### src/rtl/sn_stream_decoder_if.sv
// Handshake/result bundle between an SN bitstream source/consumer and sn_stream_decoder.
interface sn_stream_decoder_if #(parameter int WINDOW_LOG2 = 4);
  logic                   start;
  logic                   sn_bit;
  logic                   sn_valid;
  logic                   out_ready;
  logic                   clr_ovr;
  logic                   busy;
  logic                   out_valid;
  logic [WINDOW_LOG2:0]   count;
  logic [WINDOW_LOG2+1:0] value;
  logic                   overrun;

  modport master (output start, sn_bit, sn_valid, out_ready, clr_ovr,
                  input  busy, out_valid, count, value, overrun);
  modport slave  (input  start, sn_bit, sn_valid, out_ready, clr_ovr,
                  output busy, out_valid, count, value, overrun);
endinterface

### src/rtl/sn_stream_decoder.sv
// SN stream decoder: counts 1s over N=2**WINDOW_LOG2 accepted bits, emits unipolar count and
// bipolar value 2*count-N. Define SN_DEC_CONTINUOUS_EN to re-arm windows back to back without start.
module sn_stream_decoder #(
  parameter int WINDOW_LOG2 = 4
) (
  input  logic clk,
  input  logic rst_n,
  sn_stream_decoder_if.slave bus
);
  localparam int W = WINDOW_LOG2;
  localparam int N = 1 << W;

  typedef enum logic [1:0] {IDLE, ACCUM, STALL} state_t;

`ifdef SN_DEC_CONTINUOUS_EN
  localparam state_t DONE_STATE = ACCUM;
`else
  localparam state_t DONE_STATE = IDLE;
`endif

  state_t       state;
  logic [W-1:0] bit_cnt;
  logic [W:0]   ones, ones_nxt, count_q;
  logic [W+1:0] value_q;
  logic         out_valid_q, overrun_q;
  logic         last, free;

  // ones is one bit wider than bit_cnt so an all-ones window reaches N without wrapping
  function automatic logic [W+1:0] bipolar(input logic [W:0] o);
    return {o, 1'b0} - (W+2)'(N);
  endfunction

  assign ones_nxt = ones + (W+1)'(bus.sn_bit);
  assign last     = (bit_cnt == W'(N-1));
  assign free     = !out_valid_q || bus.out_ready;

  always_ff @(posedge clk) begin
    if (!rst_n) begin
      state       <= IDLE;
      bit_cnt     <= '0;
      ones        <= '0;
      count_q     <= '0;
      value_q     <= '0;
      out_valid_q <= 1'b0;
      overrun_q   <= 1'b0;
    end else begin
      // a consumed result drops valid unless a new result is loaded below
      if (out_valid_q && bus.out_ready) out_valid_q <= 1'b0;

      if (state == STALL && bus.sn_valid) overrun_q <= 1'b1;
      else if (bus.clr_ovr)               overrun_q <= 1'b0;

      unique case (state)
        IDLE: if (bus.start) begin
          state   <= ACCUM;
          bit_cnt <= '0;
          ones    <= '0;
        end
        ACCUM: if (bus.sn_valid) begin
          if (last) begin
            bit_cnt <= '0;
            if (free) begin
              count_q     <= ones_nxt;
              value_q     <= bipolar(ones_nxt);
              out_valid_q <= 1'b1;
              ones        <= '0;
              state       <= DONE_STATE;
            end else begin
              ones  <= ones_nxt;
              state <= STALL;
            end
          end else begin
            bit_cnt <= bit_cnt + W'(1);
            ones    <= ones_nxt;
          end
        end
        STALL: if (out_valid_q && bus.out_ready) begin
          count_q     <= ones;
          value_q     <= bipolar(ones);
          out_valid_q <= 1'b1;
          ones        <= '0;
          state       <= DONE_STATE;
        end
        default: state <= IDLE;
      endcase
    end
  end

  assign bus.busy      = (state != IDLE);
  assign bus.out_valid = out_valid_q;
  assign bus.count     = count_q;
  assign bus.value     = value_q;
  assign bus.overrun   = overrun_q;
endmodule

### src/flat_wrapper.sv
// flat-port wrapper written by rule: the top's interface ports become plain ports
module sn_stream_decoder_flat 
#(
  parameter int WINDOW_LOG2 = 4
)
  (clk, rst_n, bus_start, bus_sn_bit, bus_sn_valid, bus_out_ready, bus_clr_ovr, bus_busy, bus_out_valid, bus_count, bus_value, bus_overrun);
  sn_stream_decoder_if #(.WINDOW_LOG2(WINDOW_LOG2)) bus_i ();
  input  logic clk;
  input  logic rst_n;
  input wire logic [$bits(bus_i.start)-1:0] bus_start;
  input wire logic [$bits(bus_i.sn_bit)-1:0] bus_sn_bit;
  input wire logic [$bits(bus_i.sn_valid)-1:0] bus_sn_valid;
  input wire logic [$bits(bus_i.out_ready)-1:0] bus_out_ready;
  input wire logic [$bits(bus_i.clr_ovr)-1:0] bus_clr_ovr;
  output wire logic [$bits(bus_i.busy)-1:0] bus_busy;
  output wire logic [$bits(bus_i.out_valid)-1:0] bus_out_valid;
  output wire logic [$bits(bus_i.count)-1:0] bus_count;
  output wire logic [$bits(bus_i.value)-1:0] bus_value;
  output wire logic [$bits(bus_i.overrun)-1:0] bus_overrun;
  assign bus_i.start = bus_start;
  assign bus_i.sn_bit = bus_sn_bit;
  assign bus_i.sn_valid = bus_sn_valid;
  assign bus_i.out_ready = bus_out_ready;
  assign bus_i.clr_ovr = bus_clr_ovr;
  assign bus_busy = bus_i.busy;
  assign bus_out_valid = bus_i.out_valid;
  assign bus_count = bus_i.count;
  assign bus_value = bus_i.value;
  assign bus_overrun = bus_i.overrun;
  sn_stream_decoder #(.WINDOW_LOG2(WINDOW_LOG2)) u_core (.clk(clk), .rst_n(rst_n), .bus(bus_i));
endmodule
### config.mk
export PLATFORM = sky130hd
export DESIGN_NAME = sn_stream_decoder_flat
export DESIGN_NICKNAME = d
export VERILOG_FILES = /design/src/rtl/sn_stream_decoder_if.sv /design/src/rtl/sn_stream_decoder.sv /design/src/flat_wrapper.sv
export SDC_FILE = /design/constraint.sdc
export NUM_CORES = 1
export LEC_CHECK = 0
export ABC_AREA = 1
export ABC_CLOCK_PERIOD_IN_PS = 2970
export CORE_ASPECT_RATIO = 0.8
export CORE_UTILIZATION = 55
export DETAILED_ROUTE_END_ITERATION = 10
export PLACE_DENSITY_LB_ADDON = 0.1
export SLEW_MARGIN = 10
export SYNTH_ARGS = -nofsm -noshare
export SYNTH_HDL_FRONTEND = slang
export SYNTH_SLANG_ARGS = --single-unit
### constraint.sdc
create_clock -name clk -period 2.97 [get_ports clk]
set_clock_uncertainty 0.2 [all_clocks]
set_input_delay 0.594 -clock clk [delete_from_list [all_inputs] [get_ports clk]]
set_output_delay 0.594 -clock clk [all_outputs]
set_load 0.05 [all_outputs]
# ---- Yosys cells after proc, flatten, opt, wreduce, memory -nomap -nowiden
# Cells that the tools add are included.
dict set report totals {
  wordCells 67
  mem_bits_ro 0
  output_inout_bits 14
  memories 0
  ram_bits 0
  inputBits 7
  regBits 24
  latchBits 0
}
dict set report classes {
  n_lt_le_gt_ge 0
  mul 0
  eq_ne 8
  n_reduce_logical 14
  shifts 0
  bitwise_logic 0
  muxes 34
  addsub 4
  div 0
}
# cell n
set op_table {}
lappend op_table {{two-way mux 5 bit} 9}
lappend op_table {{two-way mux 6 bit} 4}
lappend op_table {{one-hot mux 5 bit (3 select lines)} 1}
lappend op_table {{two-way mux 4 bit} 3}
lappend op_table {{one-hot mux 6 bit (2 select lines)} 1}
lappend op_table {{subtractor 6 x 5 -> 6 bit (second input constant)} 2}
lappend op_table {{two-way mux 2 bit} 5}
lappend op_table {{one-hot mux 5 bit (2 select lines)} 1}
lappend op_table {{one-hot mux 4 bit (2 select lines)} 1}
lappend op_table {{AND reduction 4 bit} 2}
lappend op_table {{nonzero test 2 bit} 4}
lappend op_table {{two-way mux 1 bit} 7}
lappend op_table {{inequality test 2 bit (second input constant)} 3}
lappend op_table {{one-hot mux 2 bit (3 select lines)} 1}
lappend op_table {{adder 5 x 1 -> 5 bit} 1}
lappend op_table {{AND reduction 5 bit} 1}
lappend op_table {{adder 4 x 1 -> 4 bit (second input constant)} 1}
lappend op_table {{== test 4 bit (second input constant)} 1}
lappend op_table {{inequality test 2 x 1 -> 1 bit (second input constant)} 2}
lappend op_table {{AND reduction 3 bit} 1}
lappend op_table {{nonzero test 3 bit} 1}
lappend op_table {{== test 2 x 1 -> 1 bit (second input constant)} 1}
lappend op_table {{== test 2 bit (second input constant)} 1}
lappend op_table {{logical AND 1 bit} 2}
lappend op_table {{other kinds (4)} 4}

# ---- Longest topological paths before layout
dict set report logic_depth {
  word_depth 6
  ltp_mapped 10
  depth_no_buf 10
}

# ---- Least setup slack after synthesis
# OpenSTA, ideal clock, no wires.
dict set report synth_path {
  kind {input -> register}
  startpoint {input port bus_sn_bit}
  endpoint {register u_core.count_q[4], in the netlist u_core.bus.count[4]}
  t_arrival_ns 1.526
  path_buffers 0
  t_required_ns 2.698
  cell_stages 9
  slack_ns 1.173
  path_cell_list {ha_1 > ha_1 > nand3_1 > nand2_1 > nand3_1 > nand2_1 > nor2_1 > inv_1 > a21oi_1}
}
dict set report synth_via {
  elab_chain_len 5
}
# item line
set synth_rtl {}
lappend synth_rtl {{start: declaration} flat_wrapper.sv:11} ;# input wire logic [$bits(bus_i.sn_bit)-1:0] bus_sn_bit;
lappend synth_rtl {{adder 5 x 1 -> 5 bit} sn_stream_decoder.sv:33} ;# assign ones_nxt = ones + (W+1)'(bus.sn_bit);
lappend synth_rtl {{two-way mux 5 bit} sn_stream_decoder.sv:62} ;# if (free) begin
lappend synth_rtl {{two-way mux 5 bit} sn_stream_decoder.sv:60} ;# if (last) begin
lappend synth_rtl {{two-way mux 5 bit} sn_stream_decoder.sv:59} ;# ACCUM: if (bus.sn_valid) begin
lappend synth_rtl {{one-hot mux 5 bit (2 select lines)} sn_stream_decoder.sv:53} ;# unique case (state)
lappend synth_rtl {{end signal: assignment} sn_stream_decoder.sv:63} ;# count_q <= ones_nxt;
lappend synth_rtl {{end signal: assignment} sn_stream_decoder.sv:78} ;# count_q <= ones;
lappend synth_rtl {{end: declaration} sn_stream_decoder.sv:23} ;# logic [W:0] ones, ones_nxt, count_q;
# Every way passes these cells. The select of a mux whose other input is x is not followed.
# A chain may end at the register's enable or synchronous reset.

# ---- Worst setup path in the final report
dict set report layout_path {
  startpoint {register u_core.state[0]}
  endpoint {output port bus_busy}
}
dict set report layout_via {
  elab_chain_len 1
}
# item line
set layout_rtl {}
lappend layout_rtl {{start: declaration} sn_stream_decoder.sv:21} ;# state_t state;
lappend layout_rtl {{start signal: assignment} sn_stream_decoder.sv:39} ;# state <= IDLE;
lappend layout_rtl {{start signal: assignment} sn_stream_decoder.sv:55} ;# state <= ACCUM;
lappend layout_rtl {{start signal: assignment} sn_stream_decoder.sv:67} ;# state <= DONE_STATE;
lappend layout_rtl {{nonzero test 2 bit} sn_stream_decoder.sv:89} ;# assign bus.busy = (state != IDLE);
lappend layout_rtl {{end: declaration} flat_wrapper.sv:15} ;# output wire logic [$bits(bus_i.busy)-1:0] bus_busy;
# Every way passes these cells.

==> out/metrics.yaml <==
status: "complete, no violations"
cp.arrival_ns: 1.87
synth_cell_types: 25
dp_cells: 205
cp_data_required_time_ns: 2.18
track_usage_pct: 26.98
period_share_pct: 89.75
switchingPower_mw: 0.7420
clock-sinks: 20
crit_path_start: "u_core.state[0]"
multiInputGateArea_um2: 649.4
first_pass_iters: 4
num_rows: 14
reg2reg_depth: 8
design.final.nets: 201
seqPwrFrac_pct: 26.3
max-vdd-ir-drop_mv: 0.7735
stdcell_area_um2: 1398
finalSetupTns_ns: 0
fill_cells: 169
start_util_pct: 60.94
powerDensity_nw_per_um2: 1018
cts-root-buf: "clkbuf_4"
cts_tree: "built"
htreeDepth: 1
holdPathEnd: "u_core.bus.overrun"
syn2layout_area_growth_pct: 17.95
r2r_slack_ns: 1.10
synth_cells: 169
post-place-ws_ns: 0.6281
n_antenna_cell: 0
max_freq_mhz: 375.2
switching_share_pct: 52.14
syn_area_um2: 1185
p_leak_nw: 0.6078
power.share.clock_pct: 11.5
viasPerCell: 5.278
slew_headroom_pct: 66.69
cp_common_cell: "inv_1"
antenna_found_initial: 0
drive_gt1_share_pct: 9.730
io_buffers: 19
r2r_end: "u_core.ones[2]"
die_w_um: 53.90
p_int_mw: 0.6810
hpwl_mm: 1.993
fin_cells: 209
cts-resized-gates: 0
grt_pass1_vias: 1000
worst_slack_ns: 0.3044
totalWireLength_mm: 2.726
die_area_um2: 2345
whs_ns: 0.2670
clk_pin_slew_ns: 0.12
synthTopCellsByArea: "dfxtp_1 (34%), nand2_1 (11%), ha_1 (8.4%)"
synth_area_leader_cell: "dfxtp_1"
avgSynthCellArea_um2: 7.011
cts_buffers: 3
worst_pin_slew_ns: 0.4982
ant_nets: 0
first_iter_violations: 16
r2r-start: "u_core.state[0]"
grt_overflow: 0
finalSetupViolCount: 0
ys_seq_area_share_pct: 33.79
maxCapViolCount: 0
ys_seq_elements: 20
worst_setup_path_end_kind: "primary output"
fin_crit_ns: 2.666
synth_fp_nets: 184
crit_chain: "inv_1 > ha_1 > inv_1 > clkdlybuf4s50_1"
slowest_delay_ns: 0.80
gp_congestion: 0.8625
crit_fanout: 4
vias: 1103
hold_viol_final: 0
rsz0062_at_grt: "false"
grt_max_degree: 13
coreArea_um2: 1944
clock_path_buffers: 2
p_comb_share_pct: 62.2
hold_path.startpoint: "u_core.bus.overrun"
synth_top_area_share_pct: 33.79
cts_hold_buffers: 0
ioPinCount: 21
placed_area_um2: 1361
worstHoldPathCells: 2
path_class: "reg -> out"
dieHeight_um: 43.52
grt_pass1_wl_mm: 4.512
clock_latency_ns: 0.31
seq_area_um2: 400.4
drc: 0
critPathLaunchType: "flop"
slew_viol_final: 0
wl_per_cell_um: 13.04
min_path_type: "reg -> reg"
cts_setup_buffers: 0
yosys_warnings: 0
cp_slowest_cell: "clkdlybuf4s50_1"
[logic make-up after synthesis]
logic type	share of synthesized area (%)
other cells	0.3165
xor+xnor	1.479
simple gates	31.57
buf+inv	11.40
flops	33.79
fa+ha+maj	8.448
compound gates	12.99
[state kept, by name, summed over array words and instances (netlist names)]
| signal | cells |
|---|---|
| u_core.ones | 5 |
| u_core.bus.out_valid | 1 |
| u_core.bus.count | 5 |
| u_core.bus.overrun | 1 |
| u_core.bit_cnt | 4 |
| u_core.state | 2 |
| u_core.bus.value | 2 |
[layer usage]
layer	global-route usage (%)	share of wire, %
met5	0	0
met4	4.737	0.40
met3	7.368	5.6
met2	41.48	45
met1	37.93	48
[metrics by stage]
stage / utilization, % / power, mW
2_1_floorplan: - / 1.048
3_3_place_gp: 70.01 / 1.229
3_5_place_dp: 70.01 / 1.253
4_1_cts: 71.88 / 1.417
5_1_grt: 71.88 / 1.530
6_report: 71.88 / 1.423
[worst max-delay path: cells and delay by family (launching register included)]
family | cells | cell delay, ns
flip-flops | 1 | 0.39
buffers and inverters | 3 | 0.97
adder cells (fa/ha/maj) | 1 | 0.21
[area by class of cell]
class,count,share of cell area [%]
inverters,24,6.535
flip-flops and latches,20,28.65
repair buffers,19,13.61
multi-input cells,118,46.46
well taps,24,2.149
clock buffers,4,2.596
[cell usage after synthesis]
cell       n
and2_1     1
ha_1       8
xnor2_1    2
nand3_2    2
nand3_1   11
nand2_4    2
o21ai_0   12
clkinv_2   1
nand2_2    7
o22ai_1    1
nor3_1     1
a22oi_1    1
nor2_1    13
nor2_4     2
buf_2      2
buf_4      4
clkinv_1   1
or2_0      1
nand2_1   35
nand4_1    2
inv_1     22
conb_1     1
dfxtp_1   20
a21oi_1   16
clkbuf_1   1
[worst max path at each step]
stage	end	depth (start not counted)
global route	bus_busy	4
floorplan	u_core.bus.count[4]	9
detailed placement	u_core.bus.count[4]	10
CTS	bus_busy	4
global placement	u_core.bus.count[4]	10
finish	bus_busy	4
[cells in the final DEF (no fill, tap or decap), drive strengths merged]
master and n:
nor3 1, and2 1, clkinv 2, o21ai 12
nand2 44, a21oi 16, or2 1, nand4 2
a22oi 1, ha 8, inv 22, dfxtp 20
clkbuf 4, clkdlybuf4s50 19, o22ai 1, nand3 13
xnor2 2, nor2 15, conb 1
[power by group through the flow]
stage	Sequential [mW]	Clock [mW]	Combinational, mW
floorplan	0.473	0	0.575
global placement	0.376	0	0.853
detailed placement	0.378	0	0.875
CTS	0.373	0.163	0.880
global route	0.381	0.176	0.973
finish	0.375	0.163	0.885
(Power assumes the default switching activity.)
